`config.mk`:
```
export PLATFORM = sky130hd
export DESIGN_NAME = uart_rx_param_module
export DESIGN_NICKNAME = d
export VERILOG_FILES = /design/src/rtl/uart_rx_param_module.sv
export SDC_FILE = /design/constraint.sdc
export NUM_CORES = 1
export LEC_CHECK = 0
export ABC_AREA = 1
export BUFFER_PORTS_ARGS = -buffer_cell sky130_fd_sc_hd__buf_2
export CAP_MARGIN = 20
export CORE_ASPECT_RATIO = 1.75
export CORE_MARGIN = 1
export CORE_UTILIZATION = 56
export CTS_BUF_LIST = sky130_fd_sc_hd__clkbuf_16
export DETAILED_ROUTE_END_ITERATION = 8
export GPL_ROUTABILITY_DRIVEN = 1
export PLACE_DENSITY_LB_ADDON = 0.15
export SYNTH_ARGS = -nofsm -noshare
export SYNTH_HDL_FRONTEND = slang
export SYNTH_SLANG_ARGS = --single-unit
```
`constraint.sdc`:
```
create_clock -name CLK -period 3.3 [get_ports CLK]
set_clock_uncertainty 0.05 [all_clocks]
set_input_delay 0.495 -clock CLK [delete_from_list [all_inputs] [get_ports CLK]]
set_output_delay 0.495 -clock CLK [all_outputs]
set_load 0.005 [all_outputs]
```
`src/rtl/uart_rx_param_module.sv`:
```
// Parametrised UART receiver: synchroniser, baud counter, 3-point majority
// sampling, false-start rejection, parity/frame/overrun reporting, and a
// held output word with a valid/ack handshake.
module uart_rx_param_module #(
    parameter int unsigned DATA_BITS    = 8,
    parameter int unsigned PARITY       = 0,
    parameter int unsigned STOP_BITS    = 1,
    parameter int unsigned CLKS_PER_BIT = 434
) (
    input  logic                 CLK,
    input  logic                 Rst,
    input  logic                 RX_En_Sig,
    input  logic                 RX_Pin_In,
    input  logic                 RX_Ack,
    output logic [DATA_BITS-1:0] RX_Data,
    output logic                 RX_Done_Sig,
    output logic                 Parity_Err,
    output logic                 Frame_Err,
    output logic                 Overrun_Err,
    output logic                 Busy
);

    localparam int unsigned CNT_W    = $clog2(CLKS_PER_BIT);
    localparam int unsigned BIT_W    = $clog2(DATA_BITS + 1);
    localparam int unsigned HALF     = CLKS_PER_BIT / 2;
    localparam bit          HAS_PAR  = (PARITY != 0);
    localparam bit          EVEN_PAR = (PARITY == 2);

    typedef enum logic [2:0] {
        S_IDLE,
        S_START,
        S_DATA,
        S_PARITY,
        S_STOP
    } state_t;

    state_t               state, state_n;
    logic                 sync1, sync2, sync_prev;
    logic [CNT_W-1:0]     cnt, cnt_n;
    logic [BIT_W-1:0]     bit_cnt, bit_n;
    logic [DATA_BITS-1:0] shift, shift_n;
    logic                 s0, s0_n, s1, s1_n;
    logic                 perr_int, perr_n;
    logic                 ferr_int, ferr_n;
    logic                 deliver;
    logic [DATA_BITS-1:0] data_n;
    logic                 done_n, perr_o_n, ferr_o_n, ovr_n, busy_n;
    logic                 start_edge;
    logic                 vote;
    logic                 cnt_top;
    logic                 decide;

    // Line-derived and counter-derived helper terms
    assign start_edge = ~sync2 & sync_prev;
    assign vote       = (s0 & s1) | (s0 & sync2) | (s1 & sync2);
    assign cnt_top    = (cnt == CNT_W'(CLKS_PER_BIT - 1));
    assign decide     = (cnt == CNT_W'(HALF + 1));

    // State, counters, datapath and output registers
    always_ff @(posedge CLK or posedge Rst) begin
        if (Rst) begin
            state       <= S_IDLE;
            sync1       <= 1'b1;
            sync2       <= 1'b1;
            sync_prev   <= 1'b1;
            cnt         <= '0;
            bit_cnt     <= '0;
            shift       <= '0;
            s0          <= 1'b0;
            s1          <= 1'b0;
            perr_int    <= 1'b0;
            ferr_int    <= 1'b0;
            RX_Data     <= '0;
            RX_Done_Sig <= 1'b0;
            Parity_Err  <= 1'b0;
            Frame_Err   <= 1'b0;
            Overrun_Err <= 1'b0;
            Busy        <= 1'b0;
        end else begin
            state       <= state_n;
            sync1       <= RX_Pin_In;
            sync2       <= sync1;
            sync_prev   <= sync2;
            cnt         <= cnt_n;
            bit_cnt     <= bit_n;
            shift       <= shift_n;
            s0          <= s0_n;
            s1          <= s1_n;
            perr_int    <= perr_n;
            ferr_int    <= ferr_n;
            RX_Data     <= data_n;
            RX_Done_Sig <= done_n;
            Parity_Err  <= perr_o_n;
            Frame_Err   <= ferr_o_n;
            Overrun_Err <= ovr_n;
            Busy        <= busy_n;
        end
    end

    // Next-state, sampling, delivery and handshake logic
    always_comb begin
        state_n  = state;
        cnt_n    = cnt_top ? '0 : cnt + CNT_W'(1);
        bit_n    = bit_cnt;
        shift_n  = shift;
        s0_n     = (cnt == CNT_W'(HALF - 1)) ? sync2 : s0;
        s1_n     = (cnt == CNT_W'(HALF)) ? sync2 : s1;
        perr_n   = perr_int;
        ferr_n   = ferr_int;
        deliver  = 1'b0;
        data_n   = RX_Data;
        done_n   = RX_Done_Sig;
        perr_o_n = Parity_Err;
        ferr_o_n = Frame_Err;
        ovr_n    = Overrun_Err;

        case (state)
            S_IDLE: begin
                cnt_n = '0;
                bit_n = '0;
                if (start_edge && RX_En_Sig) begin
                    state_n = S_START;
                    perr_n  = 1'b0;
                    ferr_n  = 1'b0;
                end
            end
            S_START: begin
                if (decide && vote) begin
                    state_n = S_IDLE;
                    cnt_n   = '0;
                end else if (cnt_top) begin
                    state_n = S_DATA;
                    bit_n   = '0;
                end
            end
            S_DATA: begin
                if (decide) begin
                    shift_n = {vote, shift[DATA_BITS-1:1]};
                end
                if (cnt_top) begin
                    if (bit_cnt == BIT_W'(DATA_BITS - 1)) begin
                        state_n = HAS_PAR ? S_PARITY : S_STOP;
                        bit_n   = '0;
                    end else begin
                        bit_n = bit_cnt + BIT_W'(1);
                    end
                end
            end
            S_PARITY: begin
                if (decide) begin
                    perr_n = EVEN_PAR ? ((^shift) != vote) : ((^shift) == vote);
                end
                if (cnt_top) begin
                    state_n = S_STOP;
                    bit_n   = '0;
                end
            end
            S_STOP: begin
                if (decide) begin
                    ferr_n = ferr_int | ~vote;
                    if (bit_cnt == BIT_W'(STOP_BITS - 1)) begin
                        deliver = 1'b1;
                        state_n = S_IDLE;
                        cnt_n   = '0;
                        bit_n   = '0;
                    end
                end
                if (cnt_top) begin
                    bit_n = bit_cnt + BIT_W'(1);
                end
            end
            default: begin
                state_n = S_IDLE;
                cnt_n   = '0;
                bit_n   = '0;
            end
        endcase

        // Disable aborts any frame in flight; delivered outputs are untouched
        if (!RX_En_Sig) begin
            state_n = S_IDLE;
            cnt_n   = '0;
            bit_n   = '0;
            deliver = 1'b0;
        end

        // Delivery beats a coincident ack; otherwise ack clears the word
        if (deliver) begin
            if (!RX_Done_Sig || RX_Ack) begin
                data_n   = shift_n;
                done_n   = 1'b1;
                perr_o_n = perr_n;
                ferr_o_n = ferr_n;
                ovr_n    = 1'b0;
            end else begin
                ovr_n = 1'b1;
            end
        end else if (RX_Ack && RX_Done_Sig) begin
            done_n   = 1'b0;
            perr_o_n = 1'b0;
            ferr_o_n = 1'b0;
            ovr_n    = 1'b0;
        end

        busy_n = (state_n != S_IDLE);
    end

endmodule

```
==> metrics.yaml <==
synth_fp_nets: 299
path_cells: "inv_1, ha_1, inv_1, nor2_4, nand2_4, inv_2, nand2_1, nand2_1, nand3_1, nand2_2, inv_2, nand3_1, inv_1"
die_height_um: 87.6
coreArea_um2: 3940
ctsHoldBuffers: 0
synth_area_um2: 2340
power_density_nw_per_um2: 438
ys_warn_count: 0
timing.rr.start: "cnt[0]$_DFF_PP0_"
finalHoldViolations: 0
synth_area_leaders: "dfrtp_1 (44%), nand2_1 (11%), inv_1 (7.7%), nor2_1 (4.6%), nand3_1 (4.3%)"
fin_tns_setup_ps: 0
synth-seq-cells: 44
antennaDiodeCount: 0
clk_pin_slew_worst_paths_ps: 60
grt_pass1_wl_um: 7860
path_delay_family: "simple AND/OR/NAND/NOR gates"
areaGrowthSynthToFinish_pct: 12.6
dp_slack_ps: 1520
p_total_w: 0.00116
instances_no_fill: 359
grt_max_degree: 24
cp_data_arrival_time_ps: 1940
cts.sinks: 44
initialDrtViolationCount: 48
wl_um: 4380
dp_hpwl_um: 3370
power.leakage_nw: 1.41
drt-wirelength-per-cell_um: 12.2
via_count: 1847
fin_crit_ps: 1810
yosysTopAreaCellShare: 0.438
antenna_found_initial: 0
critical-path-slowest-cell: "dfrtp_1"
initial_core_util: 0.595
reg2reg_depth: 13
vias_per_cell: 5.14
cts_inserted_buffers: 5
outcome: "completed"
setup.worst_path.class: "register to register"
drive_gt1_frac: 0.158
required_ps: 3420
rows: 30
layout_setup_ws_ps: 1490
die_x_um: 50.9
first_global_vias: 1926
critPathMaxStageDelay_ps: 420
htreeDepth: 2
tightestPinTransition_ps: 789
clk_latency_ps: 280
critPathBufInv: 5
worstReg2RegEnd: "cnt[6]$_DFF_PP0_"
root_buffer: "clkbuf_16"
antenna_left: 0
post-cts-setup-buffers: 0
synthArstFlopShare: 1.00
synthCells: 288
final_cell_mix: "nand2_1 (69), inv_1 (48), dfrtp_1 (41), nor2_1 (29), nand3_1 (20)"
min_period_over_period: 0.550
place_congestion: 0.893
clock.fmax_mhz: 551
synth_flop_cell: "dfrtp_1"
grt.total_usage: 0.231
place_inst: 351
start_kind: "register"
post_cts_resized: 0
yosysSeqAreaShare: 0.471
drv_cap: 0
synth_top_area_cell: "dfrtp_1"
final_common_cell: "nand2_1"
slew_violations: 0
ios: 18
hold_ws_ps: 206
n_fill_cell: 347
setup_violations: 0
r2r_slack_ps: 1490
rsz0062_at_grt: "false"
cp_max_fo: 8
synth_edf_count: 0
drc: 0
firstDrtPassIters: 4
cts_buffer_depth: 2
cts_tree: "yes"
crit_path_end_kind: "register"
synth_cell_types: 30
port_buffers: 17
fin_nets: 321
worst_slew_margin_rel: 0.471
grt-ovfl-total: 0
vdd_drop_max_v: 0.000320
synth_area_per_cell_um2: 8.14
crit_path_frequent_cell: "inv_1"
hold_path_class: "input port to async pin"
dieArea_um2: 4460
[stage by stage]
stage,area [um2],utilization
finish,2640,0.670
global placement,2480,0.629
detailed placement,2480,0.629
global route,2640,0.670
CTS,2640,0.670
floorplan,2340,-
[worst max path at each step]
stage / cells after the start / startpoint / endpoint / slack [ps]
global placement: 13 / cnt[0]$_DFF_PP0_ / cnt[6]$_DFF_PP0_ / 1570
floorplan: 1 / Rst / Busy$_DFF_PP0_ / 1730
finish: 13 / cnt[0]$_DFF_PP0_ / cnt[6]$_DFF_PP0_ / 1490
global route: 13 / cnt[0]$_DFF_PP0_ / cnt[6]$_DFF_PP0_ / 1300
CTS: 13 / cnt[0]$_DFF_PP0_ / cnt[6]$_DFF_PP0_ / 1500
detailed placement: 13 / cnt[0]$_DFF_PP0_ / cnt[6]$_DFF_PP0_ / 1520
[layer usage]
layer	track usage	vias to the layer above	share of wire
met1	0.238	863	0.40
met3	0.0330	8	0.021
met2	0.452	28	0.56
met4	0.0884	0	0.018
met5	0	-	0
li1	-	948	-
[report_power, final]
group / leakage, nW / switching [W] / internal [W] / total, W
logic: 0.719 / 0.0000401 / 0.0000169 / 0.0000570
clock network: 0.0850 / 0.000190 / 0.000353 / 0.000542
registers: 0.602 / 0.00000825 / 0.000549 / 0.000558
[worst reg2reg max path, cell delays in order (launching register included)]
cell and delay [ps]:
dfrtp_1 420, inv_1 120, ha_1 150, inv_1 60
nor2_4 110, nand2_4 90, inv_2 90, nand2_1 90
nand2_1 100, nand3_1 100, nand2_2 180, inv_2 50
nand3_1 60, inv_1 40
[cells by family after synthesis]
group | count (synthesis) | share of synthesized area
buffers and inverters | 55 | 0.0918
adder cells (fa/ha/maj) | 6 | 0.0320
AND/OR/NAND/NOR | 139 | 0.278
AO/OA/AOI/OAI | 34 | 0.0896
XOR/XNOR | 10 | 0.0374
flip-flops | 44 | 0.471
[sequential cells by signal (all words and copies together), names as in the netlist, 3 cells and up]
register  flops
bit_cnt       4
state         3
cnt           9
RX_Data       8
shift         8
[cell usage after synthesis (3+ instances only)]
cell type  instances
nand2_1           69
inv_1             48
dfrtp_1           41
nor2_1            29
nand3_1           20
a21oi_1           11
ha_1               6
o21ai_2            5
xnor2_1            5
xor2_1             5
a31oi_1            4
inv_2              4
nand3_2            4
nand4_1            4
nor2_4             4
nor3_1             4
o21a_1             4
o21ai_0            4
o21ai_1            4
dfstp_2            3
[area by class of cell]
type                       count  area (um2)  share of cell area
multi-input combinational    189        1020               0.388
clock inverter                 3        38.8              0.0147
tap                           48        60.1              0.0227
timing repair buffer          18        92.6              0.0351
inverter                      52         195              0.0739
sequential                    44        1100               0.418
clock buffer                   5         125              0.0474
No activity file was read; power rests on OpenSTA's default activity.
